[config.mk]
export PLATFORM = sky130hd
export DESIGN_NAME = s_egress_pkt_arbiter
export DESIGN_NICKNAME = d
export VERILOG_FILES = /design/src/rtl/s_egress_arb_pkg.sv /design/src/rtl/s_egress_arb_fifo2.sv /design/src/rtl/s_egress_pkt_arbiter.sv
export SDC_FILE = /design/constraint.sdc
export NUM_CORES = 1
export LEC_CHECK = 0
export BUFFER_PORTS_ARGS = -buffer_cell sky130_fd_sc_hd__buf_2
export CORE_MARGIN = 1.5
export CORE_UTILIZATION = 38
export DETAILED_ROUTE_END_ITERATION = 12
export PLACE_DENSITY = 0.7
export SYNTH_ARGS = -nofsm -noshare
export SYNTH_HDL_FRONTEND = slang
export SYNTH_SLANG_ARGS = --single-unit
[constraint.sdc]
create_clock -name clk_line -period 3.6 [get_ports clk_line]
set_input_delay 0.54 -clock clk_line [delete_from_list [all_inputs] [get_ports clk_line]]
set_output_delay 0.54 -clock clk_line [all_outputs]
set_load 0.02 [all_outputs]
[src/rtl/s_egress_arb_pkg.sv]
// Shared types and the round-robin pick for the egress packet arbiter.
package s_egress_arb_pkg;

  localparam int ARB_BW    = 32;
  localparam int ARB_BWB   = ARB_BW / 8;
  localparam int ARB_N_SRC = 4;
  localparam int ARB_IDW   = $clog2(ARB_N_SRC);

  typedef enum logic {
    ARB_IDLE,
    ARB_XFER
  } arb_state_e;

  // One beat as stored in the output FIFO.
  typedef struct packed {
    logic [ARB_BW-1:0]  data;
    logic [ARB_BWB-1:0] keep;
    logic               last;
    logic [ARB_IDW-1:0] id;
  } beat_t;

  typedef struct packed {
    logic [ARB_N_SRC-1:0] onehot;
    logic [ARB_IDW-1:0]   idx;
  } rr_pick_t;

  // First requester scanning upward from last+1 with wrap. The loop walks
  // from the farthest candidate to the nearest so the nearest one wins.
  function automatic rr_pick_t rr_pick(input logic [ARB_N_SRC-1:0] req,
                                       input logic [ARB_IDW-1:0]   last);
    rr_pick_t r;
    int       cand;
    r.onehot = '0;
    r.idx    = '0;
    for (int i = ARB_N_SRC; i >= 1; i--) begin
      cand = (int'(last) + i) % ARB_N_SRC;
      if (req[cand]) begin
        r.onehot       = '0;
        r.onehot[cand] = 1'b1;
        r.idx          = ARB_IDW'(cand);
      end
    end
    return r;
  endfunction

endpackage

[src/rtl/s_egress_arb_fifo2.sv]
// Two-entry output FIFO; the head entry drives the output stream directly.
module s_egress_arb_fifo2 #(
  parameter int W = 8
) (
  input  logic         clk_line,
  input  logic         rst,
  input  logic         push,
  input  logic [W-1:0] din,
  input  logic         pop,
  output logic [W-1:0] dout,
  output logic [1:0]   count,
  output logic         full,
  output logic         empty
);

  logic [W-1:0] mem [2];
  logic         wp, rp;

  // Storage, pointers and occupancy; entries clear on reset so the
  // output bus reads zero until the first push.
  always_ff @(posedge clk_line or posedge rst) begin
    if (rst) begin
      mem[0] <= '0;
      mem[1] <= '0;
      wp     <= 1'b0;
      rp     <= 1'b0;
      count  <= 2'd0;
    end else begin
      if (push) begin
        mem[wp] <= din;
        wp      <= ~wp;
      end
      if (pop) rp <= ~rp;
      case ({push, pop})
        2'b10:   count <= count + 2'd1;
        2'b01:   count <= count - 2'd1;
        default: count <= count;
      endcase
    end
  end

  assign dout  = mem[rp];
  assign full  = (count == 2'd2);
  assign empty = (count == 2'd0);

endmodule

[src/rtl/s_egress_pkt_arbiter.sv]
// Packet-atomic round-robin merge of N_SRC AXI-Stream sources into one
// stream; each output beat carries the ID of its source in TUSER.
module s_egress_pkt_arbiter
  import s_egress_arb_pkg::*;
#(
  parameter int BW    = ARB_BW,
  parameter int BWB   = BW / 8,
  parameter int N_SRC = ARB_N_SRC,
  parameter int IDW   = $clog2(N_SRC)
) (
  input  logic                 clk_line,
  input  logic                 rst,
  input  logic [N_SRC-1:0]     src_TVALID,
  output logic [N_SRC-1:0]     src_TREADY,
  input  logic [N_SRC*BW-1:0]  src_TDATA,
  input  logic [N_SRC*BWB-1:0] src_TKEEP,
  input  logic [N_SRC-1:0]     src_TLAST,
  input  logic [N_SRC-1:0]     cfg_src_en,
  output logic                 stream_out_TVALID,
  input  logic                 stream_out_TREADY,
  output logic [BW-1:0]        stream_out_TDATA,
  output logic [BWB-1:0]       stream_out_TKEEP,
  output logic                 stream_out_TLAST,
  output logic [IDW-1:0]       stream_out_TUSER,
  output logic                 busy
);

  arb_state_e       state;
  logic [IDW-1:0]   grant, last_grant;
  logic [N_SRC-1:0] grant_oh, req;
  rr_pick_t         pick;
  logic [1:0]       fifo_count;
  logic             fifo_full, fifo_empty, has_room, push, pop;
  beat_t            wr_beat, rd_beat;

  assign req  = src_TVALID & cfg_src_en;
  assign pick = rr_pick(req, last_grant);

  // Ready comes only from registered state, never from stream_out_TREADY.
  assign has_room   = (fifo_count != 2'd2);
  assign src_TREADY = (state == ARB_XFER && has_room) ? grant_oh : '0;
  assign push       = |(src_TVALID & src_TREADY);
  assign pop        = ~fifo_empty & stream_out_TREADY;
  assign busy       = (state == ARB_XFER);

  // Mux the granted source's beat and tag it with the grant.
  always_comb begin
    wr_beat      = '0;
    wr_beat.data = src_TDATA[int'(grant)*BW +: BW];
    wr_beat.keep = src_TKEEP[int'(grant)*BWB +: BWB];
    wr_beat.last = src_TLAST[grant];
    wr_beat.id   = grant;
  end

  // Arbitration FSM: pick in IDLE, hold the grant until TLAST is accepted.
  always_ff @(posedge clk_line or posedge rst) begin
    if (rst) begin
      state      <= ARB_IDLE;
      grant      <= '0;
      grant_oh   <= '0;
      last_grant <= IDW'(N_SRC - 1);
    end else begin
      case (state)
        ARB_IDLE: begin
          if (|req) begin
            grant    <= pick.idx;
            grant_oh <= pick.onehot;
            state    <= ARB_XFER;
          end
        end
        ARB_XFER: begin
          if (push && src_TLAST[grant]) begin
            last_grant <= grant;
            grant_oh   <= '0;
            state      <= ARB_IDLE;
          end
        end
        default: state <= ARB_IDLE;
      endcase
    end
  end

  s_egress_arb_fifo2 #(.W($bits(beat_t))) u_fifo (
    .clk_line (clk_line),
    .rst      (rst),
    .push     (push),
    .din      (wr_beat),
    .pop      (pop),
    .dout     (rd_beat),
    .count    (fifo_count),
    .full     (fifo_full),
    .empty    (fifo_empty)
  );

  assign stream_out_TVALID = ~fifo_empty;
  assign stream_out_TDATA  = rd_beat.data;
  assign stream_out_TKEEP  = rd_beat.keep;
  assign stream_out_TLAST  = rd_beat.last;
  assign stream_out_TUSER  = rd_beat.id;

  // Ready is withheld at count 2, so a push can never land on a full FIFO.
  a_no_push_full: assert property (@(posedge clk_line) disable iff (rst)
                                   !(push && fifo_full));

endmodule

# Word level (Yosys, flattened, before mapping)
# Cells that the tools add are included.
[word_totals] register_bits=91 wordCells=105 output_inout_bits=45
[classes] shifts=2 n_lt_le_gt_ge=12 add_sub_neg=6 reduce_logical=18 n_eq_ne=5 bitwise=13 muxes=40
[ops] op="39-bit two-way mux" count=4
[ops] op="128-bit by 8-bit variable part select with 32-bit output" count=1
[ops] op="78-bit bitwise mux" count=1
[ops] op="39-bit demux with 1-bit select" count=1
[ops] op="6-bit two-way mux" count=4
[ops] op="3-bit by 4-bit < comparator with 1-bit output (second input constant)" count=4
[ops] op="16-bit by 5-bit variable part select with 4-bit output" count=1
[ops] op="1-bit two-way mux" count=15
[ops] op="3-bit by 1-bit >= comparator with 1-bit output (second input constant)" count=4
[ops] op="4-bit two-way mux" count=3
[ops] op="1-bit binary-select mux with 2-bit select" count=5
[ops] op="4-bit bitwise AND" count=2
[ops] op="1-bit demux with 2-bit select" count=4
[ops] op="4-bit case mux with 2 select lines" count=1
[ops] op="2-bit OR reduction" count=4
[ops] op="4-bit OR reduction" count=2
[ops] op="1-bit logical AND" count=7
[ops] op="2-bit by 1-bit adder with 2-bit output (second input constant)" count=3
[ops] op="2-bit AND reduction" count=3
[ops] op="2-bit adder (second input constant)" count=2
[ops] op="1-bit bitwise AND (first input constant)" count=4
[ops] op="2-bit >= comparator (second input constant)" count=2
[ops] op="2-bit inequality test (second input constant)" count=2
[ops] op="1-bit inverter" count=4
[ops] op="12 further kinds" count=13

# Depth between registers and ports, before layout
# Gate-level depths: netlist (run 1).
[depth] word_depth=13 depth_mapped=7

# Hierarchy
# Synthesis (run 1) repeated with hierarchy kept, for this count alone.
[hier_totals] hier_cells=374 hier_area_um2=5393.9
[modules_own_cells] mod="s_egress_arb_fifo2" seq_area_each_um2=2052.0 cells_each=224 n_inst=1 area_per_inst_um2=3609.7
[modules_own_cells] mod="s_egress_pkt_arbiter" seq_area_each_um2=227.7 cells_each=150 n_inst=1 area_per_inst_um2=1784.2

# Worst setup path before layout (run 1)
# OpenSTA, ideal clock, no wires.
[synth_timing] path_type="register to register" startpoint="reg last_grant[1]" endpoint="reg grant_oh[0]" setup_ps=132 t_required_ps=3468 stages_incl_launch_ff=7 path_buffers=0 arrival_time_ps=1739 setup_slack_ps=1729 cell_sequence="dfstp_2 > inv_1 > ha_1 > mux4_2 > nor2b_4 > a221oi_1 > a21oi_1"
[synth_via] elab_chain_cells=13 elab_cells_between_ends=50 classes_between="add/sub: 4; order compare: 8; mux: 26; bitwise: 4; reduce/logical: 8"
[synth_rtl] element="start, declared" line_no="s_egress_pkt_arbiter.sv:29" rtl="logic [IDW-1:0] grant, last_grant;"
[synth_rtl] element="start signal, assigned" line_no="s_egress_pkt_arbiter.sv:61" rtl="last_grant <= IDW'(N_SRC - 1);"
[synth_rtl] element="start signal, assigned" line_no="s_egress_pkt_arbiter.sv:73" rtl="last_grant <= grant;"
[synth_rtl] element="2-bit by 1-bit adder with 2-bit output" line_no="s_egress_arb_pkg.sv:36" rtl="cand = (int'(last) + i) % ARB_N_SRC;"
[synth_rtl] element="2-bit OR reduction (no source line)"
[synth_rtl] element="1-bit bitwise AND (no source line)"
[synth_rtl] element="3-bit by 4-bit < comparator with 1-bit output (implied by the code) or 3-bit by 1-bit >= comparator with 1-bit output (tied branches)" line_no="s_egress_arb_pkg.sv:39" rtl="r.onehot[cand] = 1'b1;"
[synth_rtl] element="1-bit logical AND (implied by the code)" line_no="s_egress_arb_pkg.sv:39"
[synth_rtl] element="1-bit two-way mux (implied by the code)" line_no="s_egress_arb_pkg.sv:39"
[synth_rtl] element="1-bit demux with 2-bit select" line_no="s_egress_arb_pkg.sv:39"
[synth_rtl] element="6-bit two-way mux (3 in series)" line_no="s_egress_arb_pkg.sv:37" rtl="if (req[cand]) begin"
[synth_rtl] element="6-bit two-way mux *" line_no="s_egress_arb_pkg.sv:37"
[synth_rtl] element="4-bit two-way mux *" line_no="s_egress_pkt_arbiter.sv:65" rtl="if (|req) begin"
[synth_rtl] element="4-bit case mux with 2 select lines *" line_no="s_egress_pkt_arbiter.sv:63" rtl="case (state)"
[synth_rtl] element="end signal, assigned" line_no="s_egress_pkt_arbiter.sv:67" rtl="grant_oh <= pick.onehot;"
[synth_rtl] element="end, declared" line_no="s_egress_pkt_arbiter.sv:30" rtl="logic [N_SRC-1:0] grant_oh, req;"
# Mark *: on every way between the ends. The rest lies on a longest branch, timed or not. The select of a mux whose other input is x is not followed.
# A chain may end at the register's enable or synchronous reset.

# Final worst setup path (run 1)
[layout_timing] startpoint="reg u_fifo.rp" endpoint="out stream_out_TUSER[0]"
[layout_via] elab_chain_cells=4
[layout_rtl] element="start, declared" line_no="s_egress_arb_fifo2.sv:17" rtl="logic wp, rp;"
[layout_rtl] element="start signal, assigned" line_no="s_egress_arb_fifo2.sv:33" rtl="if (pop) rp <= ~rp;"
[layout_rtl] element="1-bit inverter with 2-bit output (implied by the code)" line_no="s_egress_arb_fifo2.sv:42" rtl="assign dout = mem[rp];"
[layout_rtl] element="39-bit two-way mux (implied by the code) (3 in series)" line_no="s_egress_arb_fifo2.sv:42"
[layout_rtl] element="end, declared" line_no="s_egress_pkt_arbiter.sv:24" rtl="output logic [IDW-1:0] stream_out_TUSER,"
# Every way passes these cells. The select of a mux whose other input is x is not followed.

==> out/results.txt, run 1 <==
Outcome -> finished, final reports clean
Detailed-route wire length -> 12,630 µm
Slew margin rel. -> 32.21%
Most frequent cells in the layout -> buf_2, mux2_2, dfrtp_1
Clk_skew -> 0.007108 ns
CTS resizes -> 0
VDD IR-drop max -> 0.3505 mV
Final period util -> 69.64%
Vias in the first global route -> 4,135
Post-synthesis mux area share -> 43.38%
Yosys warns -> 0
Clock Power Share -> 16.7%
Switching part of the total -> 37.37%
Post-Synth Adder-Cell Area -> 1.176%
H-tree Lvls -> 3
Ys async rst share -> 100.0%
WL per Instance -> 16.79 µm
Leakage power total -> 0.003207 µW
Final core occ -> 49.56%
FP Rows -> 43
Most common cell after layout, fill and taps aside -> buf_2
Worst EP required -> 3.06 ns
DRC -> 0
Syn nets -> 534
Initial antenna violation count -> 0
Vias per Instance -> 5.210
CTS tree -> built
First-pass GRT wire length -> 19,890 µm
Internal -> 3769 µW
Pwr/cell area -> 881.5 nW/µm²
Unrepaired setup endpoints after global routing -> false
XOR/XNOR share of the synthesized area -> 0.8233%
Hold crit path type -> input pin to asynchronous set/reset pin
CTS Buf Count -> 9
Clock Sink Count -> 91
Compound-Gate Fraction of Synth Area -> 5.269%
Antenna-violating nets left -> 0
Number of flops mapped to enable cells by yosys -> 0
Worst-path fanout max -> 41
Synth Area per Inst -> 14.38 µm²
Critical path class -> flip-flop to output pin
Layout cells sized above 1 -> 69.06%
Final instance area -> 6827 µm²
Finished Layout Cells -> 752
DIE AREA -> 14,720 µm²
Initial Util -> 38.62%
# hold bufs at CTS -> 0
Post-Syn Instances -> 370
Main flop type after synthesis -> dfrtp_1
Dpl ws -> 1.321 ns
Flop2flop setup slack -> 1.38 ns
Clock Tree Buf Depth -> 2
Largest family of logic cells by synthesized area -> multiplexers
Sequential fraction of the synthesis area -> 42.86%
Gate power share -> 50.7%
CORE AREA -> 13,770 µm²
Total track usage -> 17.17%
Startpoint type of the worst setup path -> flip-flop
TNS Setup -> 0 ns
Vias -> 3,918
Worst-Margin Slew -> 1.017 ns
GP Congestion -> 0.8796
RR Startpoint -> last_grant[0]
Max-cap viol count -> 0
Remaining Overflow, GRT -> 0
Final Hold Viols -> 0
Min cycle time layout -> 2.507 ns
Clock latency on the worst-skew pair -> 0.33 ns
Synth Area in Simple Gates -> 3.434%
Root Buffer -> clkbuf_16
Worst Slack Setup Final -> 1.093 ns
P&R area growth vs syn -> 28.35%
Fmax -> 398.9 MHz
Clk slew on worst S/H paths -> 0.06 ns
Io pins -> 204
Largest net degree at the start of global routing -> 46
Total iterations of the first detailed-routing run -> 4
Final-stage net count -> 731
Die Wd -> 121.3 µm
Netlist cell types -> 45
Ant. Diodes -> 0
Cell area after synthesis -> 5319 µm²
Post-CTS setup buffers -> 0
DIE HEIGHT -> 121.3 µm
Sequential share of power -> 32.6%
# setup viols final -> 0
Max Slew Vio Count -> 0
Placed wire-length estimate -> 9191 µm
Iter 0 DRT Violations -> 190
Number of synthesized register bits -> 91
Placed inst area -> 6505 µm²
PortBufs -> 203
Fill count -> 1,250
CP Capture Type -> output pin
NetSw -> 2249 µW
Worst Setup SP -> u_fifo.rp
Dpl cells -> 736
CP arrival -> 1.97 ns
-- flip-flops by register name, indices dropped and copies added (netlist names) --
signal,count
grant_oh,4
grant,2
u_fifo.wp,1
u_fifo.count,2
last_grant,2
u_fifo.rp,1
u_fifo.mem,78
busy,1
-- final cells by class --
cell class | instances | area [µm²] | area share, %
Clock buffer | 12 | 246.5 | 3.611
Clock inverter | 4 | 75.07 | 1.100
Timing Repair Buffer | 211 | 1076 | 15.76
Inverter | 9 | 36.28 | 0.5315
Sequential cell | 91 | 2283 | 33.45
Tap cell | 180 | 225.2 | 3.299
Multi-Input combinational cell | 245 | 2884 | 42.25
-- through the flow --
| stage | hold slack, ns | total power, µW |
|---|---|---|
| 2_1_floorplan | 0.4497 | 4236 |
| 3_3_place_gp | 0.4500 | 4946 |
| 3_5_place_dp | 0.4584 | 5065 |
| 4_1_cts | 0.1012 | 6092 |
| 5_1_grt | 0.1081 | 6397 |
| 6_report | 0.1090 | 6018 |
-- path summary, 6_finish.rpt --
path,end,cells after the start
setup / recovery,stream_out_TUSER[0],2
hold / removal,u_fifo.mem[47],2
setup reg to reg,grant_oh[1],6
hold reg to reg,u_fifo.mem[2],2
max in group asynchronous,u_fifo.rp,3
min in group clk_line,u_fifo.mem[2],2
-- power groups by stage --
stage | clock network (µW) | registers, µW | logic [µW]
detailed placement | 0 | 1980 | 3090
global placement | 0 | 1950 | 3000
floorplan | 0 | 1710 | 2520
global route | 1090 | 2030 | 3280
finish | 1010 | 1960 | 3050
CTS | 1030 | 1960 | 3100
-- cell families after synthesis --
family | count (synthesis)
muxes | 163
DFF | 91
AOI/OAI and AO/OA | 39
buffers and inverters | 34
and+or+nand+nor | 33
xor gates and xnor gates | 5
adders and majority gates | 5
-- metal layers --
layer | GRT usage [%] | part of all wire (%) | up-vias
met4 | 4.044 | 0.44 | 0
met5 | 0 | 0 | -
met3 | 3.055 | 5.5 | 4
li1 | - | - | 1809
met2 | 31.25 | 53 | 113
met1 | 21.01 | 41 | 1992
-- worst max-delay path: stages (launching register included) --
cell and delay (ns):
dfrtp_2 1.04, mux2_2 0.44, buf_2 0.16
-- cells in the mapped netlist, types with 3 or more instances --
cell type	number	area (µm²)
mux4_2	38	855.8
dfrtp_1	89	2227
and2_1	5	31.28
nand2_1	13	48.80
xnor2_1	3	26.28
buf_2	12	60.06
buf_1	4	15.01
and3_1	4	25.02
a221oi_1	4	35.03
a21oi_1	17	85.08
mux2i_1	7	70.07
mux2_4	10	150.1
clkbuf_1	7	26.28
o21ai_0	5	25.02
inv_1	7	26.28
ha_1	5	62.56
mux2_2	107	1205
Power figures use the tool's default switching activity.
==> run 2: changes to the inputs <==
PLACE_DENSITY = 0.72   (was 0.7)
clock period = 2.3 ns   (was 3.6 ns; I/O delays follow)
==> run 2 against run 1 <==
Clock power grew 47%. Setup slack worse by 0.90 ns. First-iteration DRC count shrank 23%. Utilization rose by 0.47 points. Hold slack improved by 0.013 ns. Wire length is 0.86% higher. Cell count rose by 0.53%. Via count up 2.5%. Non-clock buffer count increased by 4. Sequential power is 44% higher.
==> out/results.txt, run 2 (synthesis results as in run 1) <==
Detailed-route wire length -> 12,730 µm
Crit path max-delay family -> flip-flops
Vias in the first global route -> 4,207
Hold crit path type -> input pin to asynchronous set/reset pin
Crit path top cell by count -> a21oi_1
Total iterations of the first detailed-routing run -> 4
Leakage power total -> 0.003225 µW
Register area -> 2283 µm²
CP max stage delay -> 0.61 ns
Largest net degree at the start of global routing -> 92
Most common cell after layout, fill and taps aside -> buf_2
Antenna-violating nets left -> 0
Worst-Margin Slew -> 0.5177 ns
Min cycle time layout -> 2.109 ns
Total track usage -> 17.53%
CP bufs+invs -> 1
P&R area growth vs syn -> 29.57%
GP Congestion -> 0.8552
Finished Layout Cells -> 756
DIE AREA -> 14,720 µm²
Layout cells sized above 1 -> 69.62%
Biggest regs -> u_fifo.mem (78), grant_oh (4)
DRC -> 0
Worst-path cell chain -> inv_1, ha_1, mux4_2, a21oi_1, a21oi_1, a21oi_1
Outcome -> finished, final reports clean
Iter 0 DRT Violations -> 147
Final-stage net count -> 735
Area occupied by multi-input gates -> 2884 µm²
Vias per Instance -> 5.312
CP Capture Type -> flip-flop
Max reg flops -> 78
Ant. Diodes -> 0
Slew margin rel. -> 65.49%
Vias -> 4,016
Largest register by flop count -> u_fifo.mem
CTS resizes -> 0
CP arrival -> 2.37 ns
Fill count -> 1,245
Final period util -> 91.67%
Clock Sink Count -> 91
TNS Setup -> 0 ns
Most frequent cells in the layout -> buf_2, mux2_2, dfrtp_1
Unrepaired setup endpoints after global routing -> false
Final instance area -> 6892 µm²
H-tree Lvls -> 3
FP Rows -> 43
# setup viols final -> 0
Worst-path fanout max -> 9
Critical path's slowest cell -> dfstp_2
Fmax -> 474.3 MHz
Io pins -> 204
Remaining Overflow, GRT -> 0
Max-cap viol count -> 0
Dpl cells -> 740
Flop2flop setup slack -> 0.19 ns
CTS Buf Count -> 9
Placed inst area -> 6588 µm²
CORE AREA -> 13,770 µm²
# hold bufs at CTS -> 0
CTS tree -> built
Initial Util -> 38.62%
Worst EP required -> 2.56 ns
PortBufs -> 203
Root Buffer -> clkbuf_16
VDD IR-drop max -> 0.6244 mV
Initial antenna violation count -> 0
WL per Instance -> 16.84 µm
Startpoint type of the worst setup path -> flip-flop
Final Hold Viols -> 0
DIE HEIGHT -> 121.3 µm
Clk slew on worst S/H paths -> 0.07 ns
Placed wire-length estimate -> 9234 µm
Clock latency on the worst-skew pair -> 0.34 ns
Clk_skew -> 0.007549 ns
Tot Pwr -> 9460 µW
Post-CTS setup buffers -> 0
First-pass GRT wire length -> 20,290 µm
Die Wd -> 121.3 µm
Max Slew Vio Count -> 0
Clock Tree Buf Depth -> 2
Pwr/cell area -> 1373 nW/µm²
Critical path class -> flip-flop to flip-flop
-- run 2: worst reg2reg max path, cell delays in order, from the launching register on --
cell and delay (ns):
dfstp_2 0.61, inv_1 0.13, ha_1 0.35, mux4_2 0.33, a21oi_1 0.30, a21oi_1 0.13, a21oi_1 0.18
-- run 2: path summary, 6_finish.rpt --
| path | startpoint | endpoint | cells past startpoint |
|---|---|---|---|
| max in group asynchronous | rst | u_fifo.rp | 3 |
| worst max-delay path | last_grant[1] | grant_oh[0] | 6 |
| worst max register to register | last_grant[1] | grant_oh[0] | 6 |
| worst min register to register | u_fifo.mem[2] | u_fifo.mem[2] | 2 |
| worst min-delay path | rst | u_fifo.mem[3] | 3 |
| min in group clk_line | stream_out_TREADY | u_fifo.rp | 3 |
-- run 2: routing by layer --
layer	GRT usage, %	vias to the layer above	share of wire (%)	routed length [µm]
li1	-	1812	-	-
met2	30.08	149	51	6460
met4	5.074	0	1.1	146
met3	4.511	18	6.3	806
met5	0	-	0	0
met1	21.73	2037	42	5320
-- run 2: power by group --
group / switching, µW / internal, µW
clock: 616 / 869
sequential: 437 / 2390
combinational: 2520 / 2630
total: 3570 / 5890
-- run 2: per-stage QoR --
| stage | utilization, % | hold WS, ns | setup WS [ns] |
|---|---|---|---|
| after CTS | 50.04 | 0.1510 | 0.2341 |
| after detailed placement | 47.83 | 0.4807 | 0.2644 |
| final | 50.04 | 0.1215 | 0.1915 |
| after global routing | 50.04 | 0.1791 | 0.07264 |
| after floorplan | - | 0.4497 | 0.4292 |
| after global placement | 47.83 | 0.4635 | 0.3582 |
-- run 2: layout make-up --
| cell class | count | share of cell area (%) |
|---|---|---|
| clock buffers | 10 | 3.468 |
| clock inverters | 6 | 0.9441 |
| inverters | 9 | 0.5628 |
| multi-input cells | 245 | 41.85 |
| flip-flops and latches | 91 | 33.13 |
| well taps | 180 | 3.268 |
| repair buffers | 215 | 16.78 |
